<file path="config.mk">
export PLATFORM = sky130hd
export DESIGN_NAME = id_ex_pipe_reg
export DESIGN_NICKNAME = d
export VERILOG_FILES = /design/src/rtl/id_ex_pipe_reg_pkg.sv /design/src/rtl/id_ex_pipe_reg_field.sv /design/src/rtl/id_ex_pipe_reg.sv
export SDC_FILE = /design/constraint.sdc
export NUM_CORES = 1
export LEC_CHECK = 0
export ABC_AREA = 1
export ABC_CLOCK_PERIOD_IN_PS = 900
export BUFFER_PORTS_ARGS = -buffer_cell sky130_fd_sc_hd__buf_2
export CORE_AREA = 3 3 137 139
export DETAILED_ROUTE_END_ITERATION = 16
export DIE_AREA = 0 0 140 142
export PLACE_DENSITY_LB_ADDON = 0.12
export SKIP_LAST_GASP = 1
export SLEW_MARGIN = 40
export SYNTH_ARGS = -nofsm -noshare
export SYNTH_HDL_FRONTEND = slang
export SYNTH_HIERARCHICAL = 1
export SYNTH_SLANG_ARGS = --single-unit
</file>
<file path="constraint.sdc">
create_clock -name clk -period 0.9 [get_ports clk]
set_clock_uncertainty 0.1 [all_clocks]
set_input_delay 0.135 -clock clk [delete_from_list [all_inputs] [get_ports clk]]
set_output_delay 0.135 -clock clk [all_outputs]
set_load 0.03 [all_outputs]
</file>
<file path="src/rtl/id_ex_pipe_reg_pkg.sv">
// Shared definitions for the ID->EX pipeline register: execute-command
// encodings and the default field widths.
package id_ex_pipe_reg_pkg;

  localparam int DEFAULT_DATA_W     = 32;
  localparam int DEFAULT_REG_ADDR_W = 5;
  localparam int DEFAULT_CMD_W      = 4;

  // EXE_CMD_NOP must stay at zero: a bubble is an all-zero bundle.
  typedef enum logic [DEFAULT_CMD_W-1:0] {
    EXE_CMD_NOP = 4'd0,
    EXE_CMD_ADD = 4'd1,
    EXE_CMD_SUB = 4'd2,
    EXE_CMD_AND = 4'd3,
    EXE_CMD_OR  = 4'd4,
    EXE_CMD_NOR = 4'd5,
    EXE_CMD_XOR = 4'd6,
    EXE_CMD_SLA = 4'd7,
    EXE_CMD_SLL = 4'd8,
    EXE_CMD_SRA = 4'd9,
    EXE_CMD_SRL = 4'd10
  } exe_cmd_e;

endpackage

</file>
<file path="src/rtl/id_ex_pipe_reg_field.sv">
// pipe_field_reg: one pipeline field with rst > flush > freeze > load priority.
// Flush loads the same value as reset, which is the bubble value for every field.
module pipe_field_reg
  import id_ex_pipe_reg_pkg::*;
#(
  parameter int           W       = 1,
  parameter logic [W-1:0] RST_VAL = '0
) (
  input  logic         clk,
  input  logic         rst,
  input  logic         flush,
  input  logic         freeze,
  input  logic [W-1:0] d,
  output logic [W-1:0] q
);

  // NOTE: sequential state uses non-blocking assignments so every field
  // samples its input from the same pre-edge values.
  always_ff @(posedge clk) begin
    if (rst || flush) begin
      q <= RST_VAL;
    end else if (!freeze) begin
      q <= d;
    end
  end

endmodule

</file>
<file path="src/rtl/id_ex_pipe_reg.sv">
// ID->EX pipeline register with valid bit, freeze, flush and control gating.
// Optional saturating stall/flush counters when ID_EX_PERF_CNT_EN is defined.
module id_ex_pipe_reg
  import id_ex_pipe_reg_pkg::*;
#(
  parameter int DATA_W     = DEFAULT_DATA_W,
  parameter int REG_ADDR_W = DEFAULT_REG_ADDR_W,
  parameter int CMD_W      = DEFAULT_CMD_W
`ifdef ID_EX_PERF_CNT_EN
  ,
  parameter int CNT_W      = 16
`endif
) (
  input  logic                  clk,
  input  logic                  rst,
  input  logic                  freeze,
  input  logic                  flush,
  input  logic                  valid_in,
  input  logic [DATA_W-1:0]     PC_in,
  input  logic [DATA_W-1:0]     Instruction_in,
  input  logic [DATA_W-1:0]     Val1_in,
  input  logic [DATA_W-1:0]     Val2_in,
  input  logic [DATA_W-1:0]     Reg2_in,
  input  logic [REG_ADDR_W-1:0] Dest_in,
  input  logic [CMD_W-1:0]      EXE_CMD_in,
  input  logic                  Br_taken_in,
  input  logic                  MEM_R_EN_in,
  input  logic                  MEM_W_EN_in,
  input  logic                  WB_EN_in,
  output logic                  valid,
  output logic [DATA_W-1:0]     PC,
  output logic [DATA_W-1:0]     Instruction,
  output logic [DATA_W-1:0]     Val1,
  output logic [DATA_W-1:0]     Val2,
  output logic [DATA_W-1:0]     Reg2,
  output logic [REG_ADDR_W-1:0] Dest,
  output logic [CMD_W-1:0]      EXE_CMD,
  output logic                  Br_taken,
  output logic                  MEM_R_EN,
  output logic                  MEM_W_EN,
  output logic                  WB_EN
`ifdef ID_EX_PERF_CNT_EN
  ,
  output logic [CNT_W-1:0]      stall_cnt,
  output logic [CNT_W-1:0]      flush_cnt
`endif
);

  localparam logic [CMD_W-1:0] CMD_NOP = CMD_W'(EXE_CMD_NOP);

  pipe_field_reg #(.W(1)) u_valid (
    .clk, .rst, .flush, .freeze, .d(valid_in), .q(valid));

  pipe_field_reg #(.W(DATA_W)) u_pc (
    .clk, .rst, .flush, .freeze, .d(PC_in), .q(PC));

  pipe_field_reg #(.W(DATA_W)) u_instruction (
    .clk, .rst, .flush, .freeze, .d(Instruction_in), .q(Instruction));

  pipe_field_reg #(.W(DATA_W)) u_val1 (
    .clk, .rst, .flush, .freeze, .d(Val1_in), .q(Val1));

  pipe_field_reg #(.W(DATA_W)) u_val2 (
    .clk, .rst, .flush, .freeze, .d(Val2_in), .q(Val2));

  pipe_field_reg #(.W(DATA_W)) u_reg2 (
    .clk, .rst, .flush, .freeze, .d(Reg2_in), .q(Reg2));

  pipe_field_reg #(.W(REG_ADDR_W)) u_dest (
    .clk, .rst, .flush, .freeze, .d(Dest_in), .q(Dest));

  pipe_field_reg #(.W(CMD_W), .RST_VAL(CMD_NOP)) u_exe_cmd (
    .clk, .rst, .flush, .freeze, .d(EXE_CMD_in), .q(EXE_CMD));

  // Control enables are qualified by valid_in so an empty slot can never
  // write memory, write the register file or redirect fetch.
  pipe_field_reg #(.W(1)) u_br_taken (
    .clk, .rst, .flush, .freeze, .d(Br_taken_in & valid_in), .q(Br_taken));

  pipe_field_reg #(.W(1)) u_mem_r_en (
    .clk, .rst, .flush, .freeze, .d(MEM_R_EN_in & valid_in), .q(MEM_R_EN));

  pipe_field_reg #(.W(1)) u_mem_w_en (
    .clk, .rst, .flush, .freeze, .d(MEM_W_EN_in & valid_in), .q(MEM_W_EN));

  pipe_field_reg #(.W(1)) u_wb_en (
    .clk, .rst, .flush, .freeze, .d(WB_EN_in & valid_in), .q(WB_EN));

`ifdef ID_EX_PERF_CNT_EN
  // A cycle with both flush and freeze counts only as a flush.
  always_ff @(posedge clk) begin
    if (rst) begin
      stall_cnt <= '0;
      flush_cnt <= '0;
    end else begin
      if (!flush && freeze && (stall_cnt != '1)) begin
        stall_cnt <= stall_cnt + 1'b1;
      end
      if (flush && (flush_cnt != '1)) begin
        flush_cnt <= flush_cnt + 1'b1;
      end
    end
  end
`endif

endmodule

</file>
==> results.md, run 1 <==
- Status: finished, violations left
- Failing checks: negative setup slack
- Critical Path AT: just over 0.9 ns
- CTS HTree Levels: 4
- Main area contributors after synthesis: dfxtp_1, nand2_1, nor2_1
- Post-Syn Area: approximately 7400 sq um
- P_leak: 6.59 nW
- Slowest Stage Delay on Critical Path: 0.36 ns
- Syn_nets: 1294
- Post-synthesis sequential area ratio: roughly 47%
- Final worst-path cycle share: 128%
- Crit path buffers/inverters: 1
- Initial core utilization: 41.7%
- Vias in the first global route: 8206
- Final WL: 25200 um
- Layout cells sized above 1: 37.2%
- CP max FO: 2
- Peak supply drop: 1230 uV
- CTS max path bufs: 2
- Final Core Density: approximately three quarters
- Num CTS Buffers: 17
- Worst-Skew Late Latency: between 0.4 and 0.5 ns
- Most frequent cells in the layout: nand2_1, nor2_1, inv_1
- Unrepaired setup endpoints after global routing: true
- Avg Vias per Cell: 4.34
- Register area: 3700 sq um
- Gp weighted congestion: ~0.8
- Post-DP HPWL: 14700 um
- Routed vias: 8272
- Pre-Repair DR Iteration Count: 5
- Ant diodes: 0
- Commonest non-fill, non-tap cell in the layout: nand2_1
- # setup viols final: 174
- Clock share of power: between 30% and 40%
- Worst-margin pin slew: 0.329 ns
- Cell family with most CP delay: flip-flops
- First-pass GRT wire length: between 30000 and 40000 um
- PnR worst setup slack: -0.254 ns
- IO Pins: 352
- Fillers: 1302
- Antenna violations before repair: 0
- GR Overflow Total: 0
- CTS tree: done
- CP endpoint kind: primary output
- Fmax: around 870 MHz
- Layout area overhead: 76.6%
- CP required: 0.66 ns
- Worst Hold Slack: 0.110 ns
- Clk sink count: 174
- Hold Vio Cnt, Final: 0
- Synth Instances: 1116
- Core area: 17800 sq um
- Min Tclk post-route: 1.15 ns
- Critical path's slowest cell: dfxtp_2
- Chain of cells forming the critical path: buf_6
- Routed len/inst: 13.2 um
- Multi-input logic area: 2740 sq um
- Worst setup SP type: flip-flop
- Root Driver: clkbuf_16
- Seq cells post-synth: 174
- Antenna-violating nets left: 0
- Max_cap viols: 0
- GRT Total Usage: 23.9%
- Slew Viols, Final: 0
- Critical path type: flip-flop to primary output
- Yosys warns: 6
- Power, Total: around 0.019 W
- P per Cell Area: 1460 nW/um^2
- Die Y: roughly 140 um
- Flop pwr share: 43.5%
- Net Sw Frac: 28.5%
- Logic pwr share: approximately a fifth
- 1st-iter DRT viols: 382
- Post-synth top area cell: dfxtp_1
- Largest net degree at the start of global routing: between 40 and 50
- Die X: around 140 um
- Area of the die: ~20000 sq um
- Cell internal pwr: 0.0137 W
- # rows: between 40 and 50
- Syn avg cell area: between 6 and 7 sq um
- DRC viols: 0
- Worst-path clk slew: approximately 0.07 ns
- IO buf count: ~350
- Netlist cell types: 8
- Hold Path Class: input port to flip-flop
- Nets: 1842
- Yosys top cell area share: a little under half
- Slew headroom: 78.1%
- Psw: 0.00546 W
==> per-stage QoR <==
step           instances  setup TNS [ns]  area (sq um)  setup slack [ns]
2_1_floorplan       1116               0          7420            0.0308
3_3_place_gp        1674          -20.26          9320            -0.135
3_5_place_dp        1674          -21.89          9320            -0.163
4_1_cts             1884          -41.54         12900            -0.264
5_1_grt             1906          -44.37         13100            -0.295
6_report            1906          -38.33         13100            -0.254
==> flip-flops by register name (all words and copies together), names as in the netlist <==
signal	cells
u_dest/q	5
u_instruction/q	32
u_mem_w_en/q	1
u_val2/q	32
u_pc/q	32
u_val1/q	32
u_valid/q	1
u_exe_cmd/q	4
u_wb_en/q	1
u_br_taken/q	1
u_mem_r_en/q	1
u_reg2/q	32
==> final cells by class <==
| cell class | count | area share (%) |
|---|---|---|
| timing repair buffer | 581 | 39.5 |
| sequential | 174 | 28.2 |
| multi-input combinational | 712 | 20.9 |
| inverter | 178 | 5.10 |
| clock buffer | 20 | 3.41 |
| tap | 229 | 2.19 |
| clock inverter | 12 | 0.668 |
==> layer usage <==
layer	vias up	wire length, um	global-route usage (%)
met4	0	1260	13.1
met2	327	12700	42.4
li1	4239	-	-
met1	3623	9190	25.4
met5	-	0	0
met3	83	2030	7.56
==> path summary, 6_finish.rpt <==
check	startpoint	to	slack, ns	cells after the start
max	u_pc/q[20]$_SDFFE_PP0N_	PC[20]	-0.25	1
min	flush	u_wb_en/q$_SDFFE_PP0N_	0.11	4
max reg2reg	u_instruction/q[9]$_SDFFE_PP0N_	u_instruction/q[9]$_SDFFE_PP0N_	0.02	5
min reg2reg	u_val1/q[9]$_SDFFE_PP0N_	u_val1/q[9]$_SDFFE_PP0N_	0.41	4
==> timing repair <==
item / CTS / global route
setup buffers: 4 / 23
pin swaps: 0 / 0
hold endpoints to repair: 174 / 0
hold buffers: 174 / 0
gates resized for setup: 522 / 2
endpoints found under the setup margin: 174 / 178
==> synthesized netlist by cell type <==
cell type / n
buf_4: 15
buf_6: 37
dfxtp_1: 174
inv_1: 178
nand2_1: 352
nor2_1: 348
nor2_2: 5
nor2_4: 7
==> cell families (layout without fill, tap and decap cells) <==
group / count (synthesis) / count (layout) / share of synthesized area [%]
buf+inv: 230 / 791 / 16.1
flops: 174 / 174 / 47.0
simple gates: 712 / 712 / 36.9
==> power groups by stage <==
stage / logic [W] / clock network [W] / registers [W]
2_1_floorplan: 0.00121 / 0 / 0.00903
3_3_place_gp: 0.00284 / 0 / 0.00836
3_5_place_dp: 0.00285 / 0 / 0.00836
4_1_cts: 0.00385 / 0.00697 / 0.00833
5_1_grt: 0.00432 / 0.00731 / 0.00838
6_report: 0.00399 / 0.00683 / 0.00834
Note: power is estimated with default switching activity, not from simulation.
==> inputs of run 2 (changes only) <==
--- a/config.mk
+++ b/config.mk
@@ -8,9 +8,9 @@
 export ABC_AREA = 1
 export ABC_CLOCK_PERIOD_IN_PS = 900
 export BUFFER_PORTS_ARGS = -buffer_cell sky130_fd_sc_hd__buf_2
-export CORE_AREA = 3 3 137 139
+export CORE_AREA = 3 3 134 136
 export DETAILED_ROUTE_END_ITERATION = 16
-export DIE_AREA = 0 0 140 142
+export DIE_AREA = 0 0 137 139
 export PLACE_DENSITY_LB_ADDON = 0.12
 export SKIP_LAST_GASP = 1
 export SLEW_MARGIN = 40
==> run 2 against run 1 <==
The run still ends with negative setup slack left. Largest power group unchanged. First-iteration DRC count is 4.5% lower. Sequential power about the same. Maximum frequency down 0.36%. Routed wire length up 2.1%. Final cell count is 0.26% lower. Global-route usage grew 2.0 points. Setup slack got worse by 0.0041 ns.
==> results.md, run 2 (same netlist as run 1, synthesis figures left out) <==
- Initial core utilization: 43.5%
- Worst-margin pin slew: 0.340 ns
- Antenna violations before repair: 1
- GR Overflow Total: 0
- Commonest non-fill, non-tap cell in the layout: nand2_1
- Root Driver: clkbuf_16
- Peak supply drop: 1280 uV
- Critical path type: flip-flop to primary output
- Chain of cells forming the critical path: buf_6
- Post-DP HPWL: approximately 15000 um
- Critical path's slowest cell: dfxtp_2
- Worst setup SP type: flip-flop
- CP required: 0.66 ns
- Slowest Stage Delay on Critical Path: roughly 0.36 ns
- CTS tree: done
- Clk sink count: around 170
- Avg Vias per Cell: 4.37
- Largest net degree at the start of global routing: 53
- Layout cells sized above 1: 37.1%
- Worst Hold Slack: ~0.053 ns
- Psw: 0.00543 W
- Die X: 137 um
- Final worst-path cycle share: 129%
- PnR worst setup slack: -0.258 ns
- # setup viols final: 175
- Clock share of power: 38.4%
- Hold Path Class: input port to flip-flop
- Slew headroom: 77.4%
- Core area: between 15000 and 20000 sq um
- Crit path buffers/inverters: 1
- Failing checks: negative setup slack
- Antenna-violating nets left: 0
- Cell internal pwr: approximately 0.015 W
- Most frequent cells in the layout: nand2_1, nor2_1, inv_1
- 1st-iter DRT viols: 365
- # rows: 48
- CTS HTree Levels: 4
- Fillers: 1112
- Logic pwr share: 20.0%
- Unrepaired setup endpoints after global routing: true
- Cell family with most CP delay: flip-flops
- IO Pins: 352
- First-pass GRT wire length: approximately 40000 um
- Critical Path AT: 0.92 ns
- Gp weighted congestion: 0.803
- Final WL: ~26000 um
- P per Cell Area: 1520 nW/um^2
- P_leak: 6.63 nW
- Worst-path clk slew: 0.07 ns
- DRC viols: 0
- Area of the die: 19000 sq um
- Status: finished, violations left
- GRT Total Usage: 26.0%
- Min Tclk post-route: 1.16 ns
- Vias in the first global route: ~8400
- Max_cap viols: 0
- Die Y: 139 um
- Hold Vio Cnt, Final: 0
- Pre-Repair DR Iteration Count: 5
- CP endpoint kind: primary output
- Fmax: 864 MHz
- Worst-Skew Late Latency: 0.42 ns
- Final Core Density: 77.2%
- Net Sw Frac: a little over a quarter
- CTS max path bufs: 2
- CP max FO: 2
- Flop pwr share: about two fifths
- Inst Count DP: between 1500 and 2000
- Num CTS Buffers: 17
- Layout area overhead: 77.6%
- IO buf count: 351
- Slew Viols, Final: 0
- Routed vias: 8314
- Nets: 1840
- Routed len/inst: 13.5 um
- Non-Filler Instances: 1901
run 2: worst paths after layout:
kind | from | endpoint | slack, ns | cells past startpoint
worst max-delay path | u_pc/q[13]$_SDFFE_PP0N_ | PC[13] | -0.26 | 1
worst max register to register | u_instruction/q[4]$_SDFFE_PP0N_ | u_instruction/q[4]$_SDFFE_PP0N_ | 0 | 5
worst min register to register | u_reg2/q[18]$_SDFFE_PP0N_ | u_reg2/q[18]$_SDFFE_PP0N_ | 0.41 | 4
worst min-delay path | freeze | u_instruction/q[13]$_SDFFE_PP0N_ | 0.05 | 4
run 2: cell type report:
cell class	instances	area, sq um	area share [%]
flip-flops and latches	174	3700	28.1
clock inverters	12	159	1.21
repair buffers	579	5170	39.2
clock buffers	20	457	3.47
inverters	178	668	5.07
multi-input cells	712	2740	20.8
diodes	1	2.50	0.0190
well taps	225	282	2.14
run 2: stage by stage:
stage                     power [W]  instance area, sq um  worst slack, ns  setup TNS [ns]
final                        0.0201                 13200           -0.258          -38.55
after global routing         0.0209                 13200           -0.289          -44.40
after detailed placement     0.0112                  9280           -0.147          -19.66
after CTS                    0.0200                 13000           -0.279          -42.47
after floorplan              0.0102                  7420           0.0308               0
after global placement       0.0112                  9280           -0.125          -17.42
run 2: power groups by stage:
stage,registers [W],logic (W),clock network (W)
floorplan,0.00903,0.00121,0
global placement,0.00835,0.00281,0
detailed placement,0.00837,0.00283,0
CTS,0.00834,0.00384,0.00784
global route,0.00838,0.00434,0.00815
finish,0.00835,0.00401,0.00769
run 2: layer usage:
metal	wire, um	part of all wire (%)	up-vias	track usage (%)
li1	-	-	4241	-
met2	13300	52	318	46.7
met3	2100	8.2	71	8.96
met5	0	0	-	0
met4	1050	4.1	0	13.2
met1	9270	36	3684	26.1
run 2: timing repair:
| item | 4_1_cts | 5_1_grt |
|---|---|---|
| buffers inserted | 2 | 26 |
| hold buffers | 176 | 0 |
| resized for setup | 522 | 4 |
| endpoints found under the setup margin | 174 | 182 |
| endpoints found under the hold margin | 174 | 0 |
